### src/rtl/grid_readout_pkg.sv
// Shared sudoku grid dimensions and readout state encoding.
// Used by both the grid generator and the readout block.
package grid_readout_pkg;
  localparam int GRID_ORD     = 3;
  localparam int GRID_LEN     = GRID_ORD * GRID_ORD;
  localparam int GRID_AREA    = GRID_LEN * GRID_LEN;
  localparam int GRID_DIGIT_W = $clog2(GRID_LEN);

  typedef enum logic {
    IDLE   = 1'b0,
    STREAM = 1'b1
  } readout_state_t;

  // Width of a binary digit / row / column index for a grid of the given order.
  function automatic int digit_width(input int ord);
    return $clog2(ord * ord);
  endfunction
endpackage

### src/rtl/grid_readout_if.sv
// Grid-to-readout inputs plus the valid/ready tile stream.
// master: the readout block; slave: the grid/sink side.
interface grid_readout_if
  import grid_readout_pkg::*;
#(
  parameter int ORD = GRID_ORD
);
  localparam int LEN  = ORD * ORD;
  localparam int AREA = LEN * LEN;
  localparam int DW   = digit_width(ORD);

  logic                 req;
  logic                 grid_done;
  logic                 grid_success;
  logic [AREA*LEN-1:0]  grid_values;
  logic                 out_valid;
  logic                 out_ready;
  logic [DW-1:0]        out_digit;
  logic [DW-1:0]        out_row;
  logic [DW-1:0]        out_col;
  logic                 out_last;
  logic                 out_bad;
  logic                 busy;
  logic                 nack;

  modport master (
    input  req, grid_done, grid_success, grid_values, out_ready,
    output out_valid, out_digit, out_row, out_col, out_last, out_bad, busy, nack
  );

  modport slave (
    output req, grid_done, grid_success, grid_values, out_ready,
    input  out_valid, out_digit, out_row, out_col, out_last, out_bad, busy, nack
  );
endinterface

### src/rtl/onehot_to_bin.sv
// One-hot tile value to binary digit; lowest set bit wins, zero maps to 0.
// bad flags any value that is not exactly one-hot (zero or multi-hot).
module onehot_to_bin #(
  parameter  int LEN     = 9,
  localparam int DIGIT_W = $clog2(LEN)
) (
  input  logic [LEN-1:0]     value,
  output logic [DIGIT_W-1:0] digit,
  output logic               bad
);
  always_comb begin
    digit = '0;
    for (int i = LEN - 1; i >= 0; i--) begin
      if (value[i]) digit = DIGIT_W'(i);
    end
  end

  assign bad = ($countones(value) != 1);
endmodule

### src/rtl/grid_readout.sv
// Snapshots a solved grid on request and streams one tile per beat, row-major.
// First beat 1 cycle after req; holds fields while out_valid & !out_ready.
module grid_readout
  import grid_readout_pkg::*;
#(
  parameter int ORD = GRID_ORD
) (
  input  logic           clock,
  input  logic           reset,
  grid_readout_if.master bus
);
  localparam int LEN     = ORD * ORD;
  localparam int AREA    = LEN * LEN;
  localparam int DIGIT_W = digit_width(ORD);
  localparam int IDX_W   = $clog2(AREA);

  readout_state_t      state, state_next;
  logic [IDX_W-1:0]    idx, idx_next;
  logic [DIGIT_W-1:0]  row, row_next;
  logic [DIGIT_W-1:0]  col, col_next;
  logic                nack_q, nack_next;
  logic                load;
  logic [AREA*LEN-1:0] snapshot;
  logic [LEN-1:0]      tile;
  logic [DIGIT_W-1:0]  digit;
  logic                tile_bad;
  logic                last;
  logic                streaming;

  assign streaming = (state == STREAM);
  assign last      = (idx == IDX_W'(AREA - 1));

  always_comb begin
    state_next = state;
    idx_next   = idx;
    row_next   = row;
    col_next   = col;
    nack_next  = 1'b0;
    load       = 1'b0;
    unique case (state)
      IDLE: begin
        if (bus.req) begin
          if (bus.grid_done && bus.grid_success) begin
            load       = 1'b1;
            state_next = STREAM;
            idx_next   = '0;
            row_next   = '0;
            col_next   = '0;
          end else begin
            nack_next = 1'b1;
          end
        end
      end
      STREAM: begin
        if (bus.out_ready) begin
          if (last) begin
            state_next = IDLE;
            idx_next   = '0;
            row_next   = '0;
            col_next   = '0;
          end else begin
            idx_next = idx + 1'b1;
            // Row/column tracked as counters so no divide by LEN is needed.
            if (col == DIGIT_W'(LEN - 1)) begin
              col_next = '0;
              row_next = row + 1'b1;
            end else begin
              col_next = col + 1'b1;
            end
          end
        end
      end
      default: state_next = IDLE;
    endcase
  end

  always_ff @(posedge clock) begin
    if (reset) begin
      state  <= IDLE;
      idx    <= '0;
      row    <= '0;
      col    <= '0;
      nack_q <= 1'b0;
    end else begin
      state  <= state_next;
      idx    <= idx_next;
      row    <= row_next;
      col    <= col_next;
      nack_q <= nack_next;
    end
  end

  // Snapshot carries no reset; it is only observed while streaming.
  always_ff @(posedge clock) begin
    if (load && !reset) snapshot <= bus.grid_values;
  end

  assign tile = snapshot[int'(idx)*LEN +: LEN];

  onehot_to_bin #(.LEN(LEN)) u_conv (
    .value (tile),
    .digit (digit),
    .bad   (tile_bad)
  );

  assign bus.out_valid = streaming;
  assign bus.busy      = streaming;
  assign bus.nack      = nack_q;
  assign bus.out_last  = streaming && last;
  assign bus.out_bad   = streaming && tile_bad;
  assign bus.out_digit = streaming ? digit : '0;
  assign bus.out_row   = streaming ? row : '0;
  assign bus.out_col   = streaming ? col : '0;
endmodule

### src/flat_wrapper.sv
// flat-port wrapper written by rule: the top's interface ports become plain ports
module grid_readout_flat import grid_readout_pkg::*;
#(
  parameter int ORD = GRID_ORD
)
  (clock, reset, bus_req, bus_grid_done, bus_grid_success, bus_grid_values, bus_out_ready, bus_out_valid, bus_out_digit, bus_out_row, bus_out_col, bus_out_last, bus_out_bad, bus_busy, bus_nack);
  grid_readout_if #(.ORD(ORD)) bus_i ();
  input  logic clock;
  input  logic reset;
  input wire logic [$bits(bus_i.req)-1:0] bus_req;
  input wire logic [$bits(bus_i.grid_done)-1:0] bus_grid_done;
  input wire logic [$bits(bus_i.grid_success)-1:0] bus_grid_success;
  input wire logic [$bits(bus_i.grid_values)-1:0] bus_grid_values;
  input wire logic [$bits(bus_i.out_ready)-1:0] bus_out_ready;
  output wire logic [$bits(bus_i.out_valid)-1:0] bus_out_valid;
  output wire logic [$bits(bus_i.out_digit)-1:0] bus_out_digit;
  output wire logic [$bits(bus_i.out_row)-1:0] bus_out_row;
  output wire logic [$bits(bus_i.out_col)-1:0] bus_out_col;
  output wire logic [$bits(bus_i.out_last)-1:0] bus_out_last;
  output wire logic [$bits(bus_i.out_bad)-1:0] bus_out_bad;
  output wire logic [$bits(bus_i.busy)-1:0] bus_busy;
  output wire logic [$bits(bus_i.nack)-1:0] bus_nack;
  assign bus_i.req = bus_req;
  assign bus_i.grid_done = bus_grid_done;
  assign bus_i.grid_success = bus_grid_success;
  assign bus_i.grid_values = bus_grid_values;
  assign bus_i.out_ready = bus_out_ready;
  assign bus_out_valid = bus_i.out_valid;
  assign bus_out_digit = bus_i.out_digit;
  assign bus_out_row = bus_i.out_row;
  assign bus_out_col = bus_i.out_col;
  assign bus_out_last = bus_i.out_last;
  assign bus_out_bad = bus_i.out_bad;
  assign bus_busy = bus_i.busy;
  assign bus_nack = bus_i.nack;
  grid_readout #(.ORD(ORD)) u_core (.clock(clock), .reset(reset), .bus(bus_i));
endmodule
### config.mk
export PLATFORM = sky130hd
export DESIGN_NAME = grid_readout_flat
export DESIGN_NICKNAME = d
export VERILOG_FILES = /design/src/rtl/grid_readout_pkg.sv /design/src/rtl/grid_readout_if.sv /design/src/rtl/onehot_to_bin.sv /design/src/rtl/grid_readout.sv /design/src/flat_wrapper.sv
export SDC_FILE = /design/constraint.sdc
export NUM_CORES = 1
export LEC_CHECK = 0
export ABC_CLOCK_PERIOD_IN_PS = 120200
export CAP_MARGIN = 20
export CORE_AREA = 2 2 292 294
export CTS_CLUSTER_DIAMETER = 40
export DETAILED_ROUTE_END_ITERATION = 10
export DIE_AREA = 0 0 294 296
export HOLD_SLACK_MARGIN = 0.1
export PLACE_DENSITY = 0.62
export SLEW_MARGIN = 20
export SYNTH_ARGS = -nofsm -noshare
export SYNTH_HDL_FRONTEND = slang
export SYNTH_SLANG_ARGS = --single-unit
### constraint.sdc
create_clock -name clock -period 120.2 [get_ports clock]
set_input_delay 30.05 -clock clock [delete_from_list [all_inputs] [get_ports clock]]
set_output_delay 30.05 -clock clock [all_outputs]
set_load 0.02 [all_outputs]
==> Flow_metrics.wiki, run 1 <==
{| class="wikitable"
! Metric !! Value
|-
| HPWL Detailed || between 70,000 and 80,000 µm
|-
| Startpoint of the tightest hold check path || u_core.row[3]$_SDFFE_PP0P_
|-
| Iter 0 DRT Violations || 1,560
|-
| Leak pwr || 13.5 nW
|-
| GRT Overall Usage || 23.8%
|-
| Number of warnings issued by yosys || 0
|-
| Post-layout utilization of the core || 49.7%
|-
| Primary FF master, synth || sky130_fd_sc_hd__edfxtp_1
|-
| Number of vias after detailed routing || between 15,000 and 20,000
|-
| Final WL || 106,000 µm
|-
| Final Cycle Share || roughly a third
|-
| Maximum operating frequency || between 0.02 and 0.03 GHz
|-
| Final RePlAce weighted congestion || 0.885
|-
| Final critical-path required period || 38.78 ns
|-
| Reg-to-reg endpoint || u_core.row[0]$_SDFFE_PP0P_
|-
| Hold crit path type || reg -> reg
|-
| Vias in the first global route || approximately 19,000
|-
| Number of pins with negative max-slew slack in the final report || 0
|-
| Global route overflow || 0
|-
| Clock latency on the worst-skew pair || 0.68 ns
|-
| Measured slew at the worst slew-check pin || 1.05 ns
|-
| CTS Buffer Depth || 3
|-
| First-pass GRT wire length || 143,000 µm
|-
| Total iterations of the first detailed-routing run || 5
|-
| Number of buffers inserted during clock tree synthesis || 113
|-
| Routed wire length per instance || 30.6 µm
|-
| Area taken by flip-flops and latches || 22,200 µm²
|-
| Number of hold-slack violations in the final timing report || 0
|-
| Syn_nets || 2,217
|-
| Type of destination of the critical path || primary output
|-
| Reg2Reg Depth || 12
|-
| Die Outline Area || 87,000 µm²
|-
| Number of distinct library cells after synthesis || 70
|-
| DRT antenna net count || 0
|-
| Hold buffer count at cts || 0
|-
| Slack of the worst reg-to-reg path || ~120 ns
|-
| Clock tree from TritonCTS || done
|-
| Proportion of layout cells with a drive suffix above 1 || 16.4%
|-
| Relative slew margins || between 30% and 40%
|-
| Outcome || finished, final reports clean
|-
| Number of I/O port buffers || 751
|-
| Power per standard cell area || 15.8 nW/µm²
|-
| Die Wd || approximately 290 µm
|-
| Flip-flop and latch count after synthesis || about 750
|-
| Peak supply drop || 13.3 µV
|-
| Worst clock skew || 0.0316 ns
|-
| Number of gates resized after CTS || 0
|-
| Unrepaired setup endpoints after global routing || false
|-
| Max-cap viol count || 0
|-
| Number of design rule violations left after detail routing || 0
|-
| Cell count of the worst hold path || 2
|-
| Starting utilization of the core area || 34.7%
|-
| Sum of negative setup slack || 0 ns
|-
| Post-CTS setup buffer count || 0
|-
| Antenna violations before repair || 40
|-
| Setup-violating endpoint count in the final report || 0
|-
| Relative area change from synthesis to final layout || 43.2%
|-
| Number of fillers in the final layout || 6,916
|-
| Number of instances in the synthesized netlist || 1,466
|-
| Num ports || between 700 and 800
|-
| Worst-case hold path end point || u_core.row[3]$_SDFFE_PP0P_
|-
| Vertical extent of the die || 296 µm
|-
| # nets final || between 3,000 and 4,000
|-
| Multi-input combinational cell area || about 6500 µm²
|-
| Nature of the critical path startpoint || flop
|-
| Power, Total || 660 µW
|-
| Post-synthesis average cell area || 19.9 µm²
|-
| Maximum fanout count along the critical path || 50
|-
| Sequential fraction of the synthesis area || 76.1%
|-
| Standard-cell rows || 107
|-
| Proportion of register bits with asynchronous set or reset after synthesis || 0%
|-
| Via density per instance || 5.19
|-
| Category of the critical setup timing path || reg -> out
|-
| Worst EP required || 90.15 ns
|-
| Mapped cell area || 29,200 µm²
|-
| Clock-pin slew reported for the worst setup and hold paths after clock tree synthesis || ~0.050 ns
|-
| Clk sinks || 746
|-
| R2r startpoint || u_core.idx[0]$_SDFFE_PP0P_
|-
| Core ar. || 84,200 µm²
|-
| Largest net degree at the start of global routing || 155
|-
| CTS root buf || sky130_fd_sc_hd__clkbuf_16
|-
| Level count of the clock H-tree || 3
|-
| Arrival time at the worst endpoint || 8.73 ns
|-
| Final Hold Slack || 0.524 ns
|-
| Number of enable-type register cells in the synthesized netlist || 729
|}
## cell usage in the layout, fill, tap and decap left out, types with 13 or more instances in the layout
cell type,count
sky130_fd_sc_hd__clkinv_2,16
sky130_fd_sc_hd__mux2_2,15
sky130_fd_sc_hd__nand2_1,57
sky130_fd_sc_hd__clkbuf_16,114
sky130_fd_sc_hd__a21oi_1,35
sky130_fd_sc_hd__mux2i_1,86
sky130_fd_sc_hd__diode_2,14
sky130_fd_sc_hd__inv_6,15
sky130_fd_sc_hd__and2_1,14
sky130_fd_sc_hd__nand3_1,13
sky130_fd_sc_hd__clkinv_1,13
sky130_fd_sc_hd__o221ai_1,18
sky130_fd_sc_hd__clkinvlp_4,15
sky130_fd_sc_hd__a221oi_1,18
sky130_fd_sc_hd__edfxtp_1,729
sky130_fd_sc_hd__mux4_2,132
sky130_fd_sc_hd__buf_4,18
sky130_fd_sc_hd__o21ai_0,22
sky130_fd_sc_hd__nor2_1,43
sky130_fd_sc_hd__bufinv_16,13
sky130_fd_sc_hd__clkdlybuf4s50_1,751
sky130_fd_sc_hd__a22oi_1,13
sky130_fd_sc_hd__inv_1,16
## power breakdown
part / switching [mW] / internal, mW
sequential: 0.00155 / 0.291
combinational: 0.0109 / 0.0242
clock: 0.128 / 0.205
## per-layer routing
layer  part of all wire (%)  wire (µm)  GRT usage (%)  vias to the layer above
met5                   0.26        277              0                        -
met4                    2.1       2250           6.56                       42
met3                    8.1       8570           6.48                      187
met2                     51      53800           40.8                      875
met1                     39      41300           29.7                     9181
li1                       -          -              -                     7748
## critical path, cell delays in order, from the launching register on
cell and delay, ns:
sky130_fd_sc_hd__dfxtp_4 0.84, sky130_fd_sc_hd__buf_4 0.84, sky130_fd_sc_hd__buf_4 0.80, sky130_fd_sc_hd__mux4_2 0.59, sky130_fd_sc_hd__nand2_1 0.08, sky130_fd_sc_hd__a21oi_1 0.12
sky130_fd_sc_hd__a2111oi_0 0.70, sky130_fd_sc_hd__o211ai_1 0.21, sky130_fd_sc_hd__ha_1 0.32, sky130_fd_sc_hd__inv_1 0.05, sky130_fd_sc_hd__fa_1 0.48, sky130_fd_sc_hd__fa_1 0.52
sky130_fd_sc_hd__inv_1 0.06, sky130_fd_sc_hd__fa_1 0.52, sky130_fd_sc_hd__ha_1 0.17, sky130_fd_sc_hd__inv_1 0.06, sky130_fd_sc_hd__fa_1 0.38, sky130_fd_sc_hd__nor2b_1 0.14
sky130_fd_sc_hd__a31oi_1 0.15, sky130_fd_sc_hd__nor3_1 0.07, sky130_fd_sc_hd__nor2_1 0.11, sky130_fd_sc_hd__clkdlybuf4s50_1 0.76
## logic make-up after synthesis
family                     share of synthesized area (%)
muxes                                               13.7
and+or+nand+nor                                     3.18
DFF                                                 76.1
buffers and inverters                               1.75
xor gates and xnor gates                           0.150
adders and majority gates                          0.813
AOI/OAI and AO/OA                                   4.36
## through the flow
step,cells,setup WS [ns],area (µm²)
3_3_place_gp,3245,81.94,37900
6_report,3474,81.42,41800
3_5_place_dp,3246,81.92,37900
4_1_cts,3460,81.18,41800
2_1_floorplan,1466,57.83,29200
5_1_grt,3470,80.83,41800
## registers in the layout (all words and copies together), names as in the netlist
name             cells
u_core.bus.busy      1
u_core.bus.nack      1
u_core.col           4
u_core.idx           7
u_core.row           4
u_core.snapshot    729
## cell usage after synthesis (17+ instances only)
library cell               number  share of area [%]
sky130_fd_sc_hd__dfxtp_1       17                1.2
sky130_fd_sc_hd__buf_2         22               0.38
sky130_fd_sc_hd__a21oi_1       35               0.60
sky130_fd_sc_hd__inv_1         18               0.23
sky130_fd_sc_hd__edfxtp_1     729                 75
sky130_fd_sc_hd__o221ai_1      18               0.54
sky130_fd_sc_hd__mux2i_1       86                2.9
sky130_fd_sc_hd__nor2_1        44               0.57
sky130_fd_sc_hd__o21ai_0       22               0.38
sky130_fd_sc_hd__mux4_2       132                 10
sky130_fd_sc_hd__a221oi_1      18               0.54
sky130_fd_sc_hd__clkbuf_1      31               0.40
sky130_fd_sc_hd__nand2_1       57               0.73
## worst max-delay path by stage
stage / start / end / cells after the start
after detailed placement: u_core.idx[0]$_SDFFE_PP0P_ / bus_out_bad / 21
after CTS: u_core.idx[0]$_SDFFE_PP0P_ / bus_out_bad / 21
after floorplan: reset / u_core.snapshot[0]$_DFFE_PP_ / 4
final: u_core.idx[0]$_SDFFE_PP0P_ / bus_out_bad / 21
after global placement: u_core.idx[0]$_SDFFE_PP0P_ / bus_out_bad / 21
after global routing: u_core.idx[0]$_SDFFE_PP0P_ / bus_out_bad / 21
## final cells by class
| class | instances | area share (%) |
|---|---|---|
| Tap cell | 1090 | 3.26 |
| Inverter | 19 | 0.170 |
| Multi-Input combinational cell | 619 | 15.6 |
| Antenna cell | 14 | 0.0837 |
| Timing Repair Buffer | 772 | 18.4 |
| Clock inverter | 96 | 2.47 |
| Sequential cell | 746 | 53.2 |
| Clock buffer | 118 | 6.85 |
(Power assumes the default switching activity.)
==> run 2: changes to the inputs <==
--- a/config.mk
+++ b/config.mk
@@ -5,14 +5,14 @@
 export SDC_FILE = /design/constraint.sdc
 export NUM_CORES = 1
 export LEC_CHECK = 0
-export ABC_CLOCK_PERIOD_IN_PS = 120200
+export ABC_CLOCK_PERIOD_IN_PS = 39300
 export CAP_MARGIN = 20
-export CORE_AREA = 2 2 292 294
+export CORE_AREA = 2 2 295 297
 export CTS_CLUSTER_DIAMETER = 40
 export DETAILED_ROUTE_END_ITERATION = 10
-export DIE_AREA = 0 0 294 296
+export DIE_AREA = 0 0 297 299
 export HOLD_SLACK_MARGIN = 0.1
-export PLACE_DENSITY = 0.62
+export PLACE_DENSITY = 0.61
 export SLEW_MARGIN = 20
 export SYNTH_ARGS = -nofsm -noshare
 export SYNTH_HDL_FRONTEND = slang
==> constraint.sdc (replaced) <==
create_clock -name clock -period 39.3 [get_ports clock]
set_input_delay 9.825 -clock clock [delete_from_list [all_inputs] [get_ports clock]]
set_output_delay 9.825 -clock clock [all_outputs]
set_load 0.02 [all_outputs]
==> Flow_metrics.wiki, run 2 (synthesized netlist as in run 1, its figures left out) <==
{| class="wikitable"
! Metric !! Value
|-
| Leading registers by flop count || u_core.snapshot x729, u_core.idx x7 (unchanged)
|-
| GRT Overall Usage || 23.2% (was 23.8%)
|-
| Instance area at placement || 38,000 µm² (was 37,900 µm²)
|-
| Number of buffers inserted during clock tree synthesis || 120 (was 113)
|-
| Commonest non-fill, non-tap cells in the layout || sky130_fd_sc_hd__clkdlybuf4s50_1 (751), sky130_fd_sc_hd__edfxtp_1 (729), sky130_fd_sc_hd__mux4_2 (132), sky130_fd_sc_hd__clkbuf_16 (122), sky130_fd_sc_hd__mux2i_1 (86) (was sky130_fd_sc_hd__clkdlybuf4s50_1 (751), sky130_fd_sc_hd__edfxtp_1 (729), sky130_fd_sc_hd__mux4_2 (132), sky130_fd_sc_hd__clkbuf_16 (114), sky130_fd_sc_hd__mux2i_1 (86))
|-
| Clk sinks || 746 (unchanged)
|-
| Routed wire length per instance || 29.5 µm (was 30.6 µm)
|-
| Hold crit path type || reg -> reg (unchanged)
|-
| Proportion of layout cells with a drive suffix above 1 || 17.1% (was 16.4%)
|-
| Final Cycle Share || 45.9%
|-
| Number of I/O port buffers || 751 (unchanged)
|-
| Iter 0 DRT Violations || 1,557 (was 1,560)
|-
| Maximum fanout count along the critical path || 59 (was 50)
|-
| First-pass GRT wire length || 144,000 µm (was 143,000 µm)
|-
| Antenna violations before repair || 43 (was 40)
|-
| Starting utilization of the core area || 34.0% (was 34.7%)
|-
| Power, Total || 2.11 mW (was 660 µW)
|-
| Clock-pin slew reported for the worst setup and hold paths after clock tree synthesis || 0.05 ns (about the same)
|-
| CTS Buffer Depth || 3 (unchanged)
|-
| Startpoint of the tightest hold check path || u_core.row[3]$_SDFFE_PP0P_ (unchanged)
|-
| Outcome || finished, final reports clean (unchanged)
|-
| Total iterations of the first detailed-routing run || 5 (unchanged)
|-
| Vias in the first global route || 19,200 (was 19,100)
|-
| Final RePlAce weighted congestion || 0.852 (was 0.885)
|-
| DRT antenna net count || 0 (unchanged)
|-
| HPWL Detailed || 77,600 µm (was 79,200 µm)
|-
| Measured slew at the worst slew-check pin || 1.08 ns (was 1.05 ns)
|-
| Maximum operating frequency || 0.0554 GHz
|-
| Number of pins with negative max-slew slack in the final report || 0 (unchanged)
|-
| Number of fillers in the final layout || 7,236 (was 6,916)
|-
| Core ar. || 85,900 µm² (was 84,200 µm²)
|-
| Multi-input combinational cell area || 6530 µm² (about the same)
|-
| Standard-cell rows || 108 (was 107)
|-
| Summed area of non-filler cells in the final layout || 42,300 µm² (was 41,800 µm²)
|-
| Worst clock skew || 0.0265 ns (was 0.0316 ns)
|-
| Arrival time at the worst endpoint || 8.21 ns (was 8.73 ns)
|-
| Number of design rule violations left after detail routing || 0 (unchanged)
|-
| Final WL || 105,000 µm (was 106,000 µm)
|-
| Num ports || 752 (unchanged)
|-
| Relative area change from synthesis to final layout || 44.8% (was 43.2%)
|-
| Final critical-path required period || 18.03 ns
|-
| Category of the critical setup timing path || reg -> out (unchanged)
|-
| Clock latency on the worst-skew pair || 0.68 ns (about the same)
|-
| Vertical extent of the die || 299 µm (was 296 µm)
|-
| Number of vias after detailed routing || 17,900 (was 18,000)
|-
| Relative slew margins || 27.9% (was 30.0%)
|-
| Unrepaired setup endpoints after global routing || false (unchanged)
|-
| Worst EP required || 29.47 ns (was 90.15 ns)
|-
| Setup-violating endpoint count in the final report || 0 (unchanged)
|-
| Die Outline Area || 88,800 µm² (was 87,000 µm²)
|-
| Area taken by flip-flops and latches || 22,200 µm² (unchanged)
|-
| Clock tree from TritonCTS || done (unchanged)
|-
| Via density per instance || 5.03 (was 5.19)
|-
| Level count of the clock H-tree || 3 (unchanged)
|-
| Timing startpoint of the critical path || u_core.idx[1]$_SDFFE_PP0P_ (was u_core.idx[0]$_SDFFE_PP0P_)
|-
| # nets final || 3,028 (was 3,022)
|-
| R2r startpoint || u_core.bus.busy$_SDFF_PP0_ (was u_core.idx[0]$_SDFFE_PP0P_)
|-
| Sum of negative setup slack || 0 ns (unchanged)
|-
| Max reg flops || 729 (unchanged)
|-
| Hold buffer count at cts || 0 (unchanged)
|-
| Type of destination of the critical path || primary output (unchanged)
|-
| Post-CTS setup buffer count || 0 (unchanged)
|-
| Reg with most FFs || u_core.snapshot (unchanged)
|-
| Number of gates resized after CTS || 0 (unchanged)
|-
| Power per standard cell area || 49.8 nW/µm² (was 15.8 nW/µm²)
|-
| Nature of the critical path startpoint || flop (unchanged)
|-
| Most common cell after layout, fill and taps aside || sky130_fd_sc_hd__clkdlybuf4s50_1 (unchanged)
|-
| Max-cap viol count || 0 (unchanged)
|-
| Number of hold-slack violations in the final timing report || 0 (unchanged)
|-
| Peak supply drop || 37.5 µV (was 13.3 µV)
|-
| Largest net degree at the start of global routing || 172 (was 155)
|-
| Global route overflow || 0 (unchanged)
|-
| CTS root buf || sky130_fd_sc_hd__clkbuf_16 (unchanged)
|-
| Leak pwr || 13.6 nW (was 13.5 nW)
|-
| Die Wd || 297 µm (was 294 µm)
|}
## run 2: cell types whose count changed in the layout (fill, tap and decap cells not counted), sizes merged
cell and delta:
diode +6, clkbuf +9, buf -1, clkinv -6
clkinvlp +2, bufinv +5, inv -1
## run 2: cell type report
cell class | instances | area share (%)
timing repair buffer | 771 | 18.2
clock buffer | 127 | 7.28
tap | 1155 | 3.41
clock inverter | 96 | 2.84
antenna | 20 | 0.118
inverter | 19 | 0.168
sequential | 746 | 52.6
multi-input combinational | 619 | 15.4
## run 2: final timing paths
kind | slack (ns) | end | depth (start not counted)
max | 21.27 | bus_out_bad | 18
max reg2reg | 34.71 | u_core.snapshot[384]$_DFFE_PP_ | 7
min | 0.50 | u_core.row[3]$_SDFFE_PP0P_ | 2
min reg2reg | 0.50 | u_core.row[3]$_SDFFE_PP0P_ | 2
## run 2: critical path, cell delays in order (launching register included)
cell                              delay (ns)
sky130_fd_sc_hd__dfxtp_4                0.95
sky130_fd_sc_hd__buf_4                  0.83
sky130_fd_sc_hd__or3_2                  0.79
sky130_fd_sc_hd__o21ai_0                0.20
sky130_fd_sc_hd__o41ai_1                0.80
sky130_fd_sc_hd__a31oi_1                0.18
sky130_fd_sc_hd__a211oi_2               0.43
sky130_fd_sc_hd__fa_1                   0.51
sky130_fd_sc_hd__fa_1                   0.50
sky130_fd_sc_hd__inv_1                  0.05
sky130_fd_sc_hd__fa_1                   0.50
sky130_fd_sc_hd__ha_1                   0.16
sky130_fd_sc_hd__inv_1                  0.06
sky130_fd_sc_hd__fa_1                   0.37
sky130_fd_sc_hd__nor2b_1                0.14
sky130_fd_sc_hd__a31oi_1                0.16
sky130_fd_sc_hd__nor3_1                 0.08
sky130_fd_sc_hd__nor2_1                 0.09
sky130_fd_sc_hd__clkdlybuf4s50_1        0.70
## run 2: stage by stage
step	setup slack [ns]	utilization [%]	hold WS (ns)	cells
after floorplan	9.55	-	0.458	1466
after global placement	21.56	44.2	0.480	3309
after detailed placement	21.64	44.2	0.485	3309
after CTS	20.94	49.1	0.491	3532
after global routing	20.75	49.2	0.531	3546
final	21.27	49.3	0.497	3553
## run 2: layer usage
metal,GRT usage [%],share of wire [%],wire (µm),vias up
li1,-,-,-,7773
met1,28.9,40,41500,9101
met2,39.4,50,52800,785
met3,6.51,7.6,7980,173
met4,7.03,2.3,2440,36
met5,0,0.23,245,-
## run 2: where the power goes
part / internal (mW) / switching (mW)
logic: 0.0740 / 0.0330
registers: 0.890 / 0.00470
clock network: 0.698 / 0.409
